### src/rtl/gtech_parity_pkg.sv
`default_nettype none
// ============================================================================
//  Module      : gtech_parity_pkg
//  Description : Shared constants, helpers and control-state encodings for the
//                nibble-parity receive checker.
//                LANE_W    - width of one parity-protected lane (4 bits)
//                lane_par  - XOR reduction of one lane
//                EMPTY/FULL- output-register occupancy encodings
//  Revision    : 1.0 - initial release
// ============================================================================
package gtech_parity_pkg;

    localparam int LANE_W = 4;

    // Output register occupancy. The enum values reuse these encodings so the
    // state register width is explicit.
    localparam logic [0:0] EMPTY = 1'b0;
    localparam logic [0:0] FULL  = 1'b1;

    typedef enum logic [0:0] {
        ST_EMPTY = EMPTY,
        ST_FULL  = FULL
    } state_t;

    function automatic logic lane_par(input logic [LANE_W-1:0] nibble);
        return ^nibble;
    endfunction

endpackage : gtech_parity_pkg
`default_nettype wire

### src/rtl/gtech_parity_lane_chk.sv
`default_nettype none
// ============================================================================
//  Module      : gtech_parity_lane_chk
//  Description : Combinational parity check of a single 4-bit lane.
//  Ports       : nibble - lane data
//                par    - received parity bit for the lane
//                err    - 1 when the lane parity does not match PARITY_ODD
//  Parameters  : PARITY_ODD - 0 even parity, 1 odd parity
//  Revision    : 1.0 - initial release
// ============================================================================
module gtech_parity_lane_chk
    import gtech_parity_pkg::*;
#(
    parameter int PARITY_ODD = 0
) (
    input  logic [LANE_W-1:0] nibble,
    input  logic              par,
    output logic              err
);

    localparam logic C_ODD = (PARITY_ODD != 0);

    // Good lane: XOR of data and parity equals the selected parity sense.
    assign err = ((lane_par(nibble) ^ par) != C_ODD);

endmodule : gtech_parity_lane_chk
`default_nettype wire

### src/rtl/gtech_parity_chk4_rx.sv
`default_nettype none
// ============================================================================
//  Module      : gtech_parity_chk4_rx
//  Description : Receive-side nibble-parity checker. Accepts LANES nibbles plus
//                LANES parity bits over valid/ready, registers the word with a
//                per-lane error mask, keeps a sticky error flag and an optional
//                saturating errored-word counter. Errored words are forwarded.
//  Ports       : clk, rst           - clock, synchronous active-high reset
//                in_valid/in_ready  - input handshake
//                in_data/in_par     - lane i = in_data[4i+3:4i], parity in_par[i]
//                out_valid/out_ready- output handshake
//                out_data/out_err   - registered word and lane error mask
//                err_any            - sticky flag, set by any errored accept
//                err_clr            - pulse: clear err_any and err_cnt
//                err_cnt            - errored-word count (saturating)
//  Parameters  : LANES, PARITY_ODD, CNT_W
//  Macro       : PARITY_ERR_CNT_EN - when defined, err_cnt is a real counter;
//                otherwise no counter flops exist and err_cnt is tied to 0.
//  Revision    : 1.0 - initial release
// ============================================================================
module gtech_parity_chk4_rx
    import gtech_parity_pkg::*;
#(
    parameter int LANES      = 4,
    parameter int PARITY_ODD = 0,
    parameter int CNT_W      = 8
) (
    input  logic                  clk,
    input  logic                  rst,
    input  logic                  in_valid,
    output logic                  in_ready,
    input  logic [LANE_W*LANES-1:0] in_data,
    input  logic [LANES-1:0]      in_par,
    output logic                  out_valid,
    input  logic                  out_ready,
    output logic [LANE_W*LANES-1:0] out_data,
    output logic [LANES-1:0]      out_err,
    output logic                  err_any,
    input  logic                  err_clr,
    output logic [CNT_W-1:0]      err_cnt
);

    state_t                    r_state;
    state_t                    w_state_next;
    logic [LANE_W*LANES-1:0]   r_data;
    logic [LANES-1:0]          r_err;
    logic                      r_err_any;
    logic [LANES-1:0]          w_lane_err;
    logic                      w_accept;
    logic                      w_deliver;
    logic                      w_word_err;

    // ------------------------------------------------------------------
    // Per-lane parity checkers
    // ------------------------------------------------------------------
    for (genvar i = 0; i < LANES; i++) begin : g_lane
        gtech_parity_lane_chk #(
            .PARITY_ODD (PARITY_ODD)
        ) u_lane_chk (
            .nibble (in_data[LANE_W*i +: LANE_W]),
            .par    (in_par[i]),
            .err    (w_lane_err[i])
        );
    end

    // ------------------------------------------------------------------
    // Handshake
    // ------------------------------------------------------------------
    assign out_valid  = (r_state == ST_FULL);
    // A full register can still take a new word in the cycle it is drained.
    assign in_ready   = !out_valid || out_ready;
    assign w_accept   = in_valid && in_ready;
    assign w_deliver  = out_valid && out_ready;
    assign w_word_err = |w_lane_err;

    // ------------------------------------------------------------------
    // Control state
    // ------------------------------------------------------------------
    always_ff @(posedge clk) begin
        if (rst) begin
            r_state <= ST_EMPTY;
        end else begin
            r_state <= w_state_next;
        end
    end

    always_comb begin
        w_state_next = r_state;
        case (r_state)
            ST_EMPTY: begin
                if (w_accept) begin
                    w_state_next = ST_FULL;
                end
            end
            ST_FULL: begin
                if (w_deliver && !w_accept) begin
                    w_state_next = ST_EMPTY;
                end
            end
            default: begin
                w_state_next = ST_EMPTY;
            end
        endcase
    end

    // ------------------------------------------------------------------
    // Output register: loads only on accept, so it holds during a stall
    // ------------------------------------------------------------------
    always_ff @(posedge clk) begin
        if (rst) begin
            r_data <= '0;
            r_err  <= '0;
        end else if (w_accept) begin
            r_data <= in_data;
            r_err  <= w_lane_err;
        end
    end

    assign out_data = r_data;
    assign out_err  = r_err;

    // ------------------------------------------------------------------
    // Sticky error flag: a same-cycle errored accept wins over the clear
    // ------------------------------------------------------------------
    always_ff @(posedge clk) begin
        if (rst) begin
            r_err_any <= 1'b0;
        end else if (w_accept && w_word_err) begin
            r_err_any <= 1'b1;
        end else if (err_clr) begin
            r_err_any <= 1'b0;
        end
    end

    assign err_any = r_err_any;

    // ------------------------------------------------------------------
    // Errored-word counter
    // ------------------------------------------------------------------
`ifdef PARITY_ERR_CNT_EN
    logic [CNT_W-1:0] r_err_cnt;

    always_ff @(posedge clk) begin
        if (rst) begin
            r_err_cnt <= '0;
        end else if (w_accept && w_word_err) begin
            // Clear is applied before the increment, leaving a count of one.
            if (err_clr) begin
                r_err_cnt <= CNT_W'(1);
            end else if (r_err_cnt != {CNT_W{1'b1}}) begin
                r_err_cnt <= r_err_cnt + CNT_W'(1);
            end
        end else if (err_clr) begin
            r_err_cnt <= '0;
        end
    end

    assign err_cnt = r_err_cnt;
`else
    assign err_cnt = '0;
`endif

endmodule : gtech_parity_chk4_rx
`default_nettype wire

### config.mk
export PLATFORM = sky130hd
export DESIGN_NAME = gtech_parity_chk4_rx
export DESIGN_NICKNAME = d
export VERILOG_FILES = /design/src/rtl/gtech_parity_pkg.sv /design/src/rtl/gtech_parity_lane_chk.sv /design/src/rtl/gtech_parity_chk4_rx.sv
export SDC_FILE = /design/constraint.sdc
export NUM_CORES = 1
export LEC_CHECK = 0
export ABC_AREA = 1
export CORE_UTILIZATION = 56
export CTS_CLUSTER_DIAMETER = 60
export DETAILED_ROUTE_END_ITERATION = 8
export DONT_BUFFER_PORTS = 1
export PLACE_DENSITY = 0.77
export SLEW_MARGIN = 20
export SYNTH_ARGS = -nofsm -noshare
export SYNTH_HDL_FRONTEND = slang
export SYNTH_SLANG_ARGS = --single-unit
### constraint.sdc
create_clock -name clk -period 1.55 [get_ports clk]
set_input_delay 0.0775 -clock clk [delete_from_list [all_inputs] [get_ports clk]]
set_output_delay 0.0775 -clock clk [all_outputs]
set_load 0.03 [all_outputs]
==> metrics list <==
- After detailed routing, the total wire length is 2310 um.
- From left edge to right edge, the die measures around 46 um.
- DRT antenna net count: 0
- Top post-synthesis cells by count: 27 x nand2_1, 26 x nor2_1, 22 x dfxtp_1
* Number of instances in the synthesized netlist: 159
- Count of pins on the block boundary: 56
- The number of hold buffers added after CTS was 19.
- In this run the number of H-tree levels came out at 1.
- Total setup buffers inserted after CTS: 0
- The largest total area in the synthesized netlist belongs to dfxtp_1.
- The number of antenna violations at the first check in global routing came to 0.
- Start-to-end type of the worst setup path: flip-flop to flip-flop
- Global routing finished with a remaining overflow of 0.
- Once detailed placement completed, the half-perimeter wirelength came to 1540 um.
- The clock arrives with between 0.002 and 0.0025 ns of skew.
- Length of the first detailed-routing pass in iterations: 5
* Setup Viol. Count Final: 0
* Result of the run: finished clean
* Insertion delay of the later-clocked pin in the worst-skew pair: 0.30 ns
- The first global-routing pass estimated around 3400 um of wire.
- Synthesized-area fraction occupied by ao, oa, aoi and oai cells: 13.9%
- Fraction of post-synthesis cell area in the top cell type by area: between 30% and 40%
- Setup slack of the worst register-to-register path: 0.24 ns
- After clock tree synthesis, the repair step resized 0 gates.
* Final net count: slightly above 200
* R2r worst-path depth: 7
- Number of core rows: 15
- By area, the combinational part of the netlist is dominated by simple AND/OR/NAND/NOR gates.
- Proportion of synthesized chip area in sequential cells: between 30 and 40%
* Placed Instance Area: about 1100 um^2
- During synthesis, Yosys emitted a total of 0 warnings.
- Worst path buffer plus inverter count: 2
- Of all nets on the critical path, the largest fanout is 29.
- Average wire per standard cell: ~11 um
* Final Slew Violations: 0
- Y dimension of the die: between 40 and 50 um
- Largest delay contributor family on the critical path: buffers and inverters
- In this run the tool buffered the top-level ports with 0 buffer cells.
- Clock-pin transition on the worst setup and hold timing paths: around 0.12 ns
* Detailed-route vias per instance: ~5.0
- CP max-delay cell: inv_2
* Count of maximum capacitance violations: 0
* Mean instance size in the synthesized netlist: ~7 um^2
* Adder-Cell Fraction of Synth Area: 0%
- The final route contains 1013 vias.
- Hold path start: rst
- Cells with a size suffix above 1 make up a little under a tenth of the layout.
- Total power divided by cell area: 983 nW/um^2
* Starting DRT DRC Count: 18
- Asr flop ratio synth: 0%
- The worst register-to-register path ends at out_err[0].
- Count of state elements after synthesis: 22
* Post-Route Setup TNS: 0 ns
- Critical path endpoint category: flip-flop
* Type of origin of the critical path: flip-flop
- Post-Layout Cell Count: between 200 and 250
- For this configuration, the core starts out at a cell density of about 62%.
- TritonCTS clock tree: done
- Setup repair after global routing left no endpoint under its margin.
* Slowest stage delay, CP: ~0.37 ns
- In the post-synthesis netlist, the biggest area contributors are dfxtp_1 40%, nand2_1 9.1%, o21ai_0 9.0%.
* Final Power: 1280 uW
* TritonCTS Buffers: 3
- The final hold violation count is 0.
* WHS Endpoint: out_data[8]
- After detailed placement, the design holds a cell count of 180.
- Final period util: a little over four fifths
* Most common flop cell mapped by yosys: dfxtp_1
- Leading cell type by number of instances after synthesis: nand2_1
- After synthesis, the netlist uses 20 different library cells.
* Maximum frequency from static timing analysis: about 0.76 GHz
- Startpoint of the worst-slack reg-to-reg timing path: out_valid
- Compared with the post-synthesis result, the final layout area differs by 17.5%.
- Worst hold path depth: 3
- After synthesis, the share of cell area in mux cells is 0%.
- Number of global-route vias before repair: around 880
- Summing the areas of all and, or, nand and nor instances in the mapped netlist gives between 20% and 30% of the synthesized area.
* Class of the tightest hold or removal check: input port to flip-flop
- Entering global routing, the biggest net connects 30 pins.
* Critical path data required time: 1.81 ns
- Post-detailed-route DRC marker count: 0
* Highest ir drop seen on vdd: 707 uV
- CTS Sinks: 22
- Floorplan Core Area: around 1800 um^2
* Area of all placed cells without fillers: 1300 um^2
- 0 antenna diodes ended up in the layout.
- Data arrival at the endpoint of the critical path: roughly 1.6 ns
- The mapped netlist covers 1110 um^2.
- Routability-driven placement finished with a final weighted congestion of between 0.7 and 0.8.
- Number of enable flip-flop cells after synthesis: 0
* Xor/xnor cell area share of the yosys netlist: about 3.2%
- Clock root cell: clkbuf_4
* Final period demand of the worst path: between 1 and 1.5 ns
- Overall track demand over capacity in global routing: about 22%
- The critical path goes through nand2_2 -> nand2_2 -> inv_2 -> nor2_1 -> nor2_1 -> o21ai_0 -> inv_1.
* Buffer depth of the longest clock path: 2
* Static leakage power: approximately 0.00067 uW
- The die covers 2160 um^2.
[state kept, by name (all words and copies together) (netlist names)]
register / flops
err_any: 1
out_data: 16
out_err: 4
out_valid: 1
[stage by stage]
stage / utilization (%) / setup WS [ns] / hold slack [ns]
after detailed placement: 60.4 / 0.255 / 0.146
after global routing: 73.1 / 0.0898 / 0.0124
after floorplan: - / 0.189 / 0.140
after CTS: 73.1 / 0.220 / 0.0177
final: 73.1 / 0.236 / 0.0162
after global placement: 60.4 / 0.358 / 0.142
[cell families (layout without fill, tap and decap cells)]
logic type,after synthesis,after routing
AND/OR/NAND/NOR,67,67
buffers and inverters,35,47
other,1,8
XOR/XNOR,4,4
AO/OA/AOI/OAI,30,30
flip-flops,22,22
[worst max-delay path by stage]
stage / startpoint / to / cells after the start
2_1_floorplan: out_valid / out_data[12] / 7
3_3_place_gp: out_valid / out_err[0] / 7
3_5_place_dp: out_valid / out_err[0] / 7
4_1_cts: out_valid / out_err[0] / 7
5_1_grt: out_valid / out_err[3] / 7
6_report: out_valid / out_err[0] / 7
[report_power, final]
part | internal (uW) | switching [uW] | total [uW] | leakage, uW
Clock | 143 | 168 | 312 | 0.0000210
Combinational | 95.5 | 144 | 240 | 0.000467
Sequential | 611 | 117 | 729 | 0.000183
Total | 850 | 430 | 1280 | 0.000671
[metal layers]
metal  GRT usage, %  part of all wire [%]
met1           24.6                    40
met2           40.0                    51
met3           5.49                   7.5
met4           8.82                  0.91
met5              0                     0
[worst reg2reg max path, cell delays in order (launching register included)]
cell	delay, ns
dfxtp_1	0.34
nand2_2	0.08
nand2_2	0.15
inv_2	0.37
nor2_1	0.08
nor2_1	0.08
o21ai_0	0.10
inv_1	0.07
[cell type report]
cell class	instances	area, um^2
multi-input combinational	109	507
tap	25	31.3
clock buffer	4	36.3
timing repair buffer	21	205
inverter	22	82.6
fill	149	480
sequential	22	440
[placed cells by master, fill, tap and decap left out]
cell type / Yosys / layout
dlygate4sd3_1: 0 / 19
nand3_1: 5 / 5
dfxtp_1: 22 / 22
conb_1: 1 / 8
buf_4: 8 / 2
a21oi_2: 1 / 1
xnor2_1: 1 / 1
o21ai_0: 20 / 20
inv_1: 19 / 19
xor2_1: 3 / 3
nand2_2: 6 / 6
nor2_1: 26 / 26
clkbuf_8: 1 / 1
nand2_1: 27 / 27
a21oi_1: 9 / 9
nand3b_2: 1 / 1
clkbuf_4: 0 / 3
nand3b_1: 2 / 2
inv_2: 3 / 3
(Power assumes the default switching activity.)
